==> src/rtl/imem_access_arbiter.sv <==
// Instruction-memory access arbiter: shares the single-port synchronous IM
// between the CPU fetch port and the program loader.  The loader owns the
// memory during BOOT; in RUN, fetch has priority but a pending loader request
// is forced through once it has been denied STARVE_LIMIT consecutive cycles.
// Optional build macro IMEM_ARB_STATS_EN adds grant/starvation statistics.
module imem_access_arbiter #(
    parameter int AW           = 9,
    parameter int STARVE_LIMIT = 8
) (
    input  logic          clk,
    input  logic          rst,
`ifdef IMEM_ARB_STATS_EN
    output logic [31:0]   stat_fetch_cnt,
    output logic [31:0]   stat_ld_cnt,
    output logic [15:0]   stat_starve_cnt,
`endif
    input  logic          fetch_req,
    input  logic [31:0]   fetch_addr,
    output logic          fetch_gnt,
    output logic          fetch_rvalid,
    output logic [31:0]   fetch_rdata,
    input  logic          ld_req,
    input  logic          ld_we,
    input  logic [31:0]   ld_addr,
    input  logic [31:0]   ld_wdata,
    output logic          ld_gnt,
    output logic          ld_rvalid,
    output logic [31:0]   ld_rdata,
    input  logic          ld_done,
    output logic          mem_en,
    output logic          mem_we,
    output logic [AW-1:0] mem_addr,
    output logic [31:0]   mem_wdata,
    input  logic [31:0]   mem_rdata,
    output logic          boot_busy,
    output logic          cpu_stall
);

    localparam int SW = $clog2(STARVE_LIMIT + 1);
    localparam logic [SW-1:0] LIMIT = SW'(STARVE_LIMIT);

    typedef enum logic {BOOT, RUN} state_t;

    state_t        state;
    state_t        next_state;
    logic [SW-1:0] starve_cnt;
    logic          starved;
    logic [31:0]   fetch_hold;
    logic [31:0]   ld_hold;
    logic          unused_bits;

    // Byte-offset and high address bits do not select an IM word.
    assign unused_bits = ^{fetch_addr[31:AW+2], fetch_addr[1:0],
                           ld_addr[31:AW+2], ld_addr[1:0]};

    assign starved   = (starve_cnt == LIMIT);
    assign boot_busy = (state == BOOT);
    assign cpu_stall = boot_busy | (fetch_req & ~fetch_gnt);

    // Read data is shown straight from the IM in the rvalid cycle and held afterwards.
    assign fetch_rdata = fetch_rvalid ? mem_rdata : fetch_hold;
    assign ld_rdata    = ld_rvalid    ? mem_rdata : ld_hold;

    // Grant selection, next phase, and IM port steering from the single winner.
    always_comb begin
        fetch_gnt  = 1'b0;
        ld_gnt     = 1'b0;
        next_state = state;
        mem_en     = 1'b0;
        mem_we     = 1'b0;
        mem_addr   = '0;
        mem_wdata  = '0;
        case (state)
            BOOT: begin
                ld_gnt = ld_req;
                if (ld_done) next_state = RUN;
            end
            RUN: begin
                if (fetch_req && !(ld_req && starved)) fetch_gnt = 1'b1;
                else                                   ld_gnt    = ld_req;
            end
            default: next_state = BOOT;
        endcase
        if (fetch_gnt) begin
            mem_en   = 1'b1;
            mem_addr = fetch_addr[AW+1:2];
        end else if (ld_gnt) begin
            mem_en    = 1'b1;
            mem_we    = ld_we;
            mem_addr  = ld_addr[AW+1:2];
            mem_wdata = ld_wdata;
        end
    end

    // Phase register, starvation counter and one-cycle read-return tracking.
    always_ff @(posedge clk) begin
        if (rst) begin
            state        <= BOOT;
            starve_cnt   <= '0;
            fetch_rvalid <= 1'b0;
            ld_rvalid    <= 1'b0;
            fetch_hold   <= '0;
            ld_hold      <= '0;
        end else begin
            state        <= next_state;
            fetch_rvalid <= fetch_gnt;
            ld_rvalid    <= ld_gnt & ~ld_we;
            if (state == RUN && ld_req && !ld_gnt) begin
                if (!starved) starve_cnt <= starve_cnt + 1'b1;
            end else begin
                starve_cnt <= '0;
            end
            if (fetch_rvalid) fetch_hold <= mem_rdata;
            if (ld_rvalid)    ld_hold    <= mem_rdata;
        end
    end

`ifdef IMEM_ARB_STATS_EN
    // Grant counters per requester plus cycles the loader was forced in over a fetch.
    always_ff @(posedge clk) begin
        if (rst) begin
            stat_fetch_cnt  <= '0;
            stat_ld_cnt     <= '0;
            stat_starve_cnt <= '0;
        end else begin
            if (fetch_gnt) stat_fetch_cnt <= stat_fetch_cnt + 32'd1;
            if (ld_gnt)    stat_ld_cnt    <= stat_ld_cnt + 32'd1;
            if (ld_gnt && fetch_req && state == RUN)
                stat_starve_cnt <= stat_starve_cnt + 16'd1;
        end
    end
`endif

endmodule

==> config.mk <==
export PLATFORM = sky130hd
export DESIGN_NAME = imem_access_arbiter
export DESIGN_NICKNAME = d
export VERILOG_FILES = /design/src/rtl/imem_access_arbiter.sv
export SDC_FILE = /design/constraint.sdc
export NUM_CORES = 1
export LEC_CHECK = 0
export ABC_AREA = 1
export CORE_ASPECT_RATIO = 0.6
export CORE_MARGIN = 2
export CORE_UTILIZATION = 35
export CTS_BUF_LIST = sky130_fd_sc_hd__clkbuf_2 sky130_fd_sc_hd__clkbuf_4 sky130_fd_sc_hd__clkbuf_8
export DETAILED_ROUTE_END_ITERATION = 12
export GPL_TIMING_DRIVEN = 0
export PLACE_DENSITY = 0.84
export REMOVE_ABC_BUFFERS = 1
export SETUP_SLACK_MARGIN = 0.02
export SYNTH_ARGS = -nofsm -noshare
export SYNTH_HDL_FRONTEND = slang
export SYNTH_SLANG_ARGS = --single-unit
==> constraint.sdc <==
create_clock -name clk -period 1.85 [get_ports clk]
set_clock_uncertainty 0.1 [all_clocks]
set_input_delay 0.555 -clock clk [delete_from_list [all_inputs] [get_ports clk]]
set_output_delay 0.555 -clock clk [all_outputs]
set_load 0.01 [all_outputs]
After elaboration in Yosys (flattened, before gate mapping)
Index checks and enable logic that the tools add are counted.
W data, S select, Z words.
{"block": "totals", "wordCells": 38, "inputBits": 134, "out_inout_bits": 113, "ff_bits": 71}
{"block": "op_classes", "muxes": 16, "bitwise_logic": 7, "addsub": 1, "n_reduce_logical": 7, "eq_ne": 1}
{"op": "$mux W32", "count": 4}
{"op": "$mux W9", "count": 2}
{"op": "$mux W1", "count": 9}
{"op": "$add A4 B1 Y4 const B", "count": 1}
{"op": "$eq A4 B4 Y1 const B", "count": 1}
{"op": "$logic_and A1 B1 Y1", "count": 4}
{"op": "$not A1 Y1", "count": 4}
{"op": "$and A1 B1 Y1", "count": 2}
{"op": "$logic_not A1 Y1", "count": 2}
{"op": "$pmux W1 S2", "count": 1}
{"op": "$reduce_or A2 Y1", "count": 1}
{"op": "$or A1 B1 Y1", "count": 1}

Longest topological paths before layout
{"block": "depth", "ltp_word": 10, "depth_mapped": 8, "ltp_nobuf": 8}

Worst setup path before layout
No wires, ideal clock.
{"block": "synth_path", "path_kind": "input -> output", "from": "input port fetch_req", "to": "output port mem_wdata[10]", "required_time_ps": 1195, "setup_slack_ps": -22, "stages": 6, "t_arrival_ps": 1217, "path_buffers": 1, "path_cell_list": "nand2_1 > inv_1 > a21oi_2 > inv_2 > buf_6 > nor2_1"}
{"block": "synth_via", "elab_chain_len": 5, "elab_cells_between_ends": 7, "classes_between": "mux: 6; reduce/logical: 1"}
{"item": "start, declared", "line_no": "17", "rtl": "input logic fetch_req,"}
{"item": "$logic_and A1 B1 Y1 (*)", "line_no": "79", "rtl": "if (fetch_req && !(ld_req && starved)) fetch_gnt = 1'b1;"}
{"item": "$mux W1", "line_no": "79"}
{"item": "$pmux W1 S2", "line_no": "73", "rtl": "case (state)"}
{"item": "$mux W32", "line_no": "87", "rtl": "end else if (ld_gnt) begin"}
{"item": "$mux W32 (*)", "line_no": "84", "rtl": "if (fetch_gnt) begin"}
{"item": "end, declared", "line_no": "33", "rtl": "output logic [31:0] mem_wdata,"}
Every way passes the cells marked *; elsewhere a longest branch is shown, timed or not.

Worst setup path after layout
{"block": "layout_path", "from": "register starve_cnt[0]", "to": "output port mem_addr[2]"}
{"block": "layout_via", "elab_chain_len": 8, "elab_cells_between_ends": 10, "classes_between": "eq/ne: 1; mux: 6; reduce/logical: 3"}
{"item": "start, declared", "line_no": "46", "rtl": "logic [SW-1:0] starve_cnt;"}
{"item": "start signal, assigned", "line_no": "109", "rtl": "if (!starved) starve_cnt <= starve_cnt + 1'b1;"}
{"item": "$eq A4 B4 Y1 (*)", "line_no": "56", "rtl": "assign starved = (starve_cnt == LIMIT);"}
{"item": "$logic_and A1 B1 Y1 (*)", "line_no": "79"}
{"item": "$logic_not A1 Y1 (*)", "line_no": "79"}
{"item": "$logic_and A1 B1 Y1 (*)", "line_no": "79"}
{"item": "$mux W1", "line_no": "79"}
{"item": "$pmux W1 S2", "line_no": "73"}
{"item": "$mux W9", "line_no": "87"}
{"item": "$mux W9 (*)", "line_no": "84"}
{"item": "end, declared", "line_no": "32", "rtl": "output logic [AW-1:0] mem_addr,"}
Marks and branches as above.

==> flow_results.org <==
** Die
- The die covers approximately 10000 um2.
- The core region is slightly above 9000 um2.
- Width of the chip :: roughly 130 um
- Boundary Pins :: about 250
- The initial utilization of the core area, before any placement, comes to between 30% and 40%.
- Row generation in the floorplan step produced 27 rows.
- Die span in y :: about 78 um

** Power
- Part of the power in registers :: 41.1%
- Leakage :: 3.80 nW
- Net switching is just under 30% of the power.
- VDD sags by at most between 0.6 and 0.7 mV.
- Cell internal power was estimated by the tool at between 0.002 and 0.003 W.
- Total net switching power :: 0.00115 W
- Dividing total power by cell area gives a power density of around 500 nW/um2.
- Overall power :: between 0.003 and 0.004 W
- Combinational cell fraction of total power :: 29.6%
- Power share of the clock group :: between 20% and 30%

** Global routing
- Global routing finished with a remaining overflow of 0.
- The number of global-route vias before repair came to between 4k and 5k.
- Across every metal layer, demand over resource in global routing totals 27.0%.
- Entering global routing, the biggest net connects 50 pins.
- The initial antenna violation count is 0.
- The first global-routing pass estimated 21.1 mm of wire.

** Setup path
- STA classifies the critical path endpoint as an output pin.
- The worst register-to-register path begins at ld_rvalid.
- Worst path bufs/invs :: 5
- In this design, the critical path's most frequently occurring cell is sky130_fd_sc_hd__buf_6.
- On the worst path, the slowest cell contributes a delay of 0.34 ns.
- Worst path top cell family by delay :: buffers and inverters
- Sort of element at the start of the critical path :: flip-flop
- The critical path runs through a total of 10 cells.
- Traced cell by cell, the critical path runs through inv_2 -> ha_4 -> nand3_4 -> a21oi_4 -> buf_6 -> buf_6 -> buf_6 -> nand2_2 -> nand2_2 -> buf_6.
- By startpoint and endpoint, the worst setup path is classified as reg2out.
- Required arrival time at the worst endpoint :: between 1 and 1.5 ns
- R2R setup slack :: about 0.020 ns
- Crit path from :: starve_cnt[0]
- The worst register-to-register path has a depth of 10.
- Along the worst path, the maximum fanout reaches 4.
- On the critical path, the stage with the largest delay is an instance of sky130_fd_sc_hd__dfxtp_2.
- STA puts the critical path data arrival time at around 1.7 ns.
- Terminus of the critical flop-to-flop path :: ld_hold[6]

** Logic synthesis
- Dominant cell by count in the synthesized netlist :: sky130_fd_sc_hd__nand2_1
- In this run the cell area of the synthesized design comes to around 3200 um2.
- Flops & latches, synth :: between 70 and 80
- Fraction of registers with async set/reset :: 0%
- The average instance in the mapped netlist occupies ~6.5 um2.
- In this run the biggest area consumer among cell types represents 44.3% of the synthesized area.
- Counting flops with a built-in enable in the synthesized netlist gives 0.
- Library cells used by synthesis :: 20
- Ranked by total cell area, the synthesized netlist is headed by sky130_fd_sc_hd__dfxtp_1 (44%), sky130_fd_sc_hd__nand2_1 (26%), sky130_fd_sc_hd__a21oi_1 (10%).
- The synthesized design spends more area on one cell type than any other, namely sky130_fd_sc_hd__dfxtp_1.
- Among all flip-flop cells after synthesis, the most frequent one is sky130_fd_sc_hd__dfxtp_1.
- Yosys printed 0 warnings.
- Register area share after synthesis :: around 44%
- Synthesized instance count :: 492
- Most instantiated cells after synthesis :: sky130_fd_sc_hd__nand2_1 (224), sky130_fd_sc_hd__dfxtp_1 (71), sky130_fd_sc_hd__a21oi_1 (64), sky130_fd_sc_hd__inv_1 (45), sky130_fd_sc_hd__nor2_1 (32)

** STA
- Minimum setup slack in the final design :: -0.506 ns
- # setup viols final :: 110
- Max-slew headroom at the worst pin :: about three quarters
- Sum of negative setup slack :: -38.43 ns
- Total count of max-transition violations in the final report :: 0
- For the pin with the worst max-slew slack, the measured transition is between 0.3 and 0.4 ns.
- Final critical delay including setup and external delays :: 2.36 ns
- The number of hold violations in the final report came to 0.
- Fmax achieved :: around 0.42 GHz
- RSZ-0062 raised after global routing :: true
- In the finished design, the share of the clock period the worst path needs comes to 127%.

** Detailed routing
- Vias per Instance :: 4.97
- For this block, the routed nets add up to between 15 and 20 mm of wire.
- Iteration count of the initial detailed-routing pass :: 4
- The routed layout has roughly 4.7k vias.
- The detail route stage leaves a number of antenna-violating nets equal to 0.
- Initial DRC Count :: roughly 260
- Count of unresolved DRC violations after routing :: 0
- In the final routed layout, each cell accounts on average for 18.2 um.

** CTS
- Clock net sink count :: 71
- TritonCTS built the clock tree.
- Clock slew at reported path FFs :: ~0.070 ns
- Clock tree root driver cell :: sky130_fd_sc_hd__clkbuf_8
- Post-CTS Hold Buffers :: 0
- Maximum root-to-sink buffer count :: 2
- Counting the buffers created by CTS gives 9.
- Number of levels the H-tree was split into :: 3
- The later pin in the worst-skew pair is clocked with a latency of 0.35 ns.

** Placement
- Buffers on Ports :: 200
- Post-placement setup slack :: -1.86 ns
- The wire-length estimate of the detail-placed layout is between 7 and 8 mm.
- In this run, placement finished with an instance count of 783.
- Weighted congestion reported at the end of routability-driven placement :: slightly below 0.8

** Hold path
- Hold Path Stages :: 2
- HP Start :: fetch_hold[30]
- The path with the worst hold slack has its endpoint at fetch_hold[30].
- The worst hold path belongs to the class reg2reg.

** Final layout
- Filler-free cell count of the finished design :: around 940
- In the final layout, the share of cells above drive strength 1 is around 56%.
- Growth of design area from synthesis to finish :: 140%
- The net count of the finished layout is between 900 and 1k.
- Counting the fill cells in the layout gives 491.
- Number of inserted diodes :: 0
- At the end of the flow the core is filled with cells to 85.0%.

** Status
- The checks that failed: setup timing.
- Run status :: finished, violations left

** Flow run
- Maximum capacitance violations :: 0
[tightest hold or removal path: stages, from the launching register on]
cell and delay (ns):
sky130_fd_sc_hd__dfxtp_1 0.31, sky130_fd_sc_hd__nand2_2 0.06, sky130_fd_sc_hd__a21oi_1 0.05
[power by group through the flow]
stage / Sequential (W) / Clock (W) / Combinational [W]
3_5_place_dp: 0.00164 / 0 / 0.000775
2_1_floorplan: 0.00163 / 0 / 0.000251
6_report: 0.00161 / 0.00115 / 0.00116
3_3_place_gp: 0.00164 / 0 / 0.000764
5_1_grt: 0.00162 / 0.00124 / 0.00122
4_1_cts: 0.00160 / 0.00115 / 0.000874
[routing by layer]
layer  track usage [%]  part of all wire (%)  vias to the layer above
met1              29.9                    38                     2231
met3              7.16                   6.3                       63
li1                  -                     -                     2151
met2              48.9                    52                      208
met4              11.9                   3.7                        0
met5                 0                     0                        -
[through the flow]
| stage | hold slack (ns) | instance area [um2] |
|---|---|---|
| 2_1_floorplan | 0.342 | 3060 |
| 3_3_place_gp | 0.355 | 5210 |
| 3_5_place_dp | 0.360 | 5230 |
| 4_1_cts | 0.365 | 6300 |
| 5_1_grt | 0.397 | 7700 |
| 6_report | 0.371 | 7700 |
[cell type report]
type / instances / area, um2 / area share [%]
well taps: 116 / 145 / 1.89
clock buffers: 13 / 166 / 2.16
inverters: 46 / 200 / 2.60
repair inverters: 2 / 15.0 / 0.195
multi-input cells: 350 / 2430 / 31.6
repair buffers: 335 / 3290 / 42.7
clock inverters: 3 / 17.5 / 0.228
flip-flops and latches: 71 / 1430 / 18.6
[repair_timing]
action	CTS	global route
pin swaps	12	26
buffers inserted	94	44
setup endpoints to repair	178	115
resized for setup	644	272
gates cloned	3	2
[kinds of logic (layout without fill, tap and decap cells)]
| logic type | count (synthesis) | in the layout | share of synthesized area [%] |
|---|---|---|---|
| AO/OA/AOI/OAI | 65 | 65 | 10.3 |
| XOR/XNOR | 1 | 1 | 0.273 |
| adder cells (fa/ha/maj) | 2 | 2 | 0.780 |
| buffers and inverters | 72 | 399 | 9.87 |
| flip-flops | 71 | 71 | 44.3 |
| AND/OR/NAND/NOR | 281 | 282 | 34.5 |
[worst max-delay path by stage]
stage and endpoint:
3_3_place_gp ld_rdata[17], 2_1_floorplan mem_wdata[10], 5_1_grt mem_addr[0], 3_5_place_dp fetch_rdata[14]
4_1_cts mem_addr[2], 6_report mem_addr[2]
[layout by cell type, fill, tap and decap left out, drive strengths merged, types with 2 or more instances in the layout]
cell,netlist,layout
a21oi,65,65
buf,22,244
clkbuf,4,17
clkdlybuf4s50,0,64
clkinv,0,2
clkinvlp,0,6
dfxtp,71,71
dlygate4sd2,0,22
ha,2,2
inv,46,43
nand2,225,226
nand3,12,12
nor2,42,42
[registers in the layout, summed over array words and instances, names as in the netlist]
register      flops
fetch_hold       32
fetch_rvalid      1
ld_hold          32
ld_rvalid         1
starve_cnt        4
state             1
Note: power is estimated with default switching activity, not from simulation.
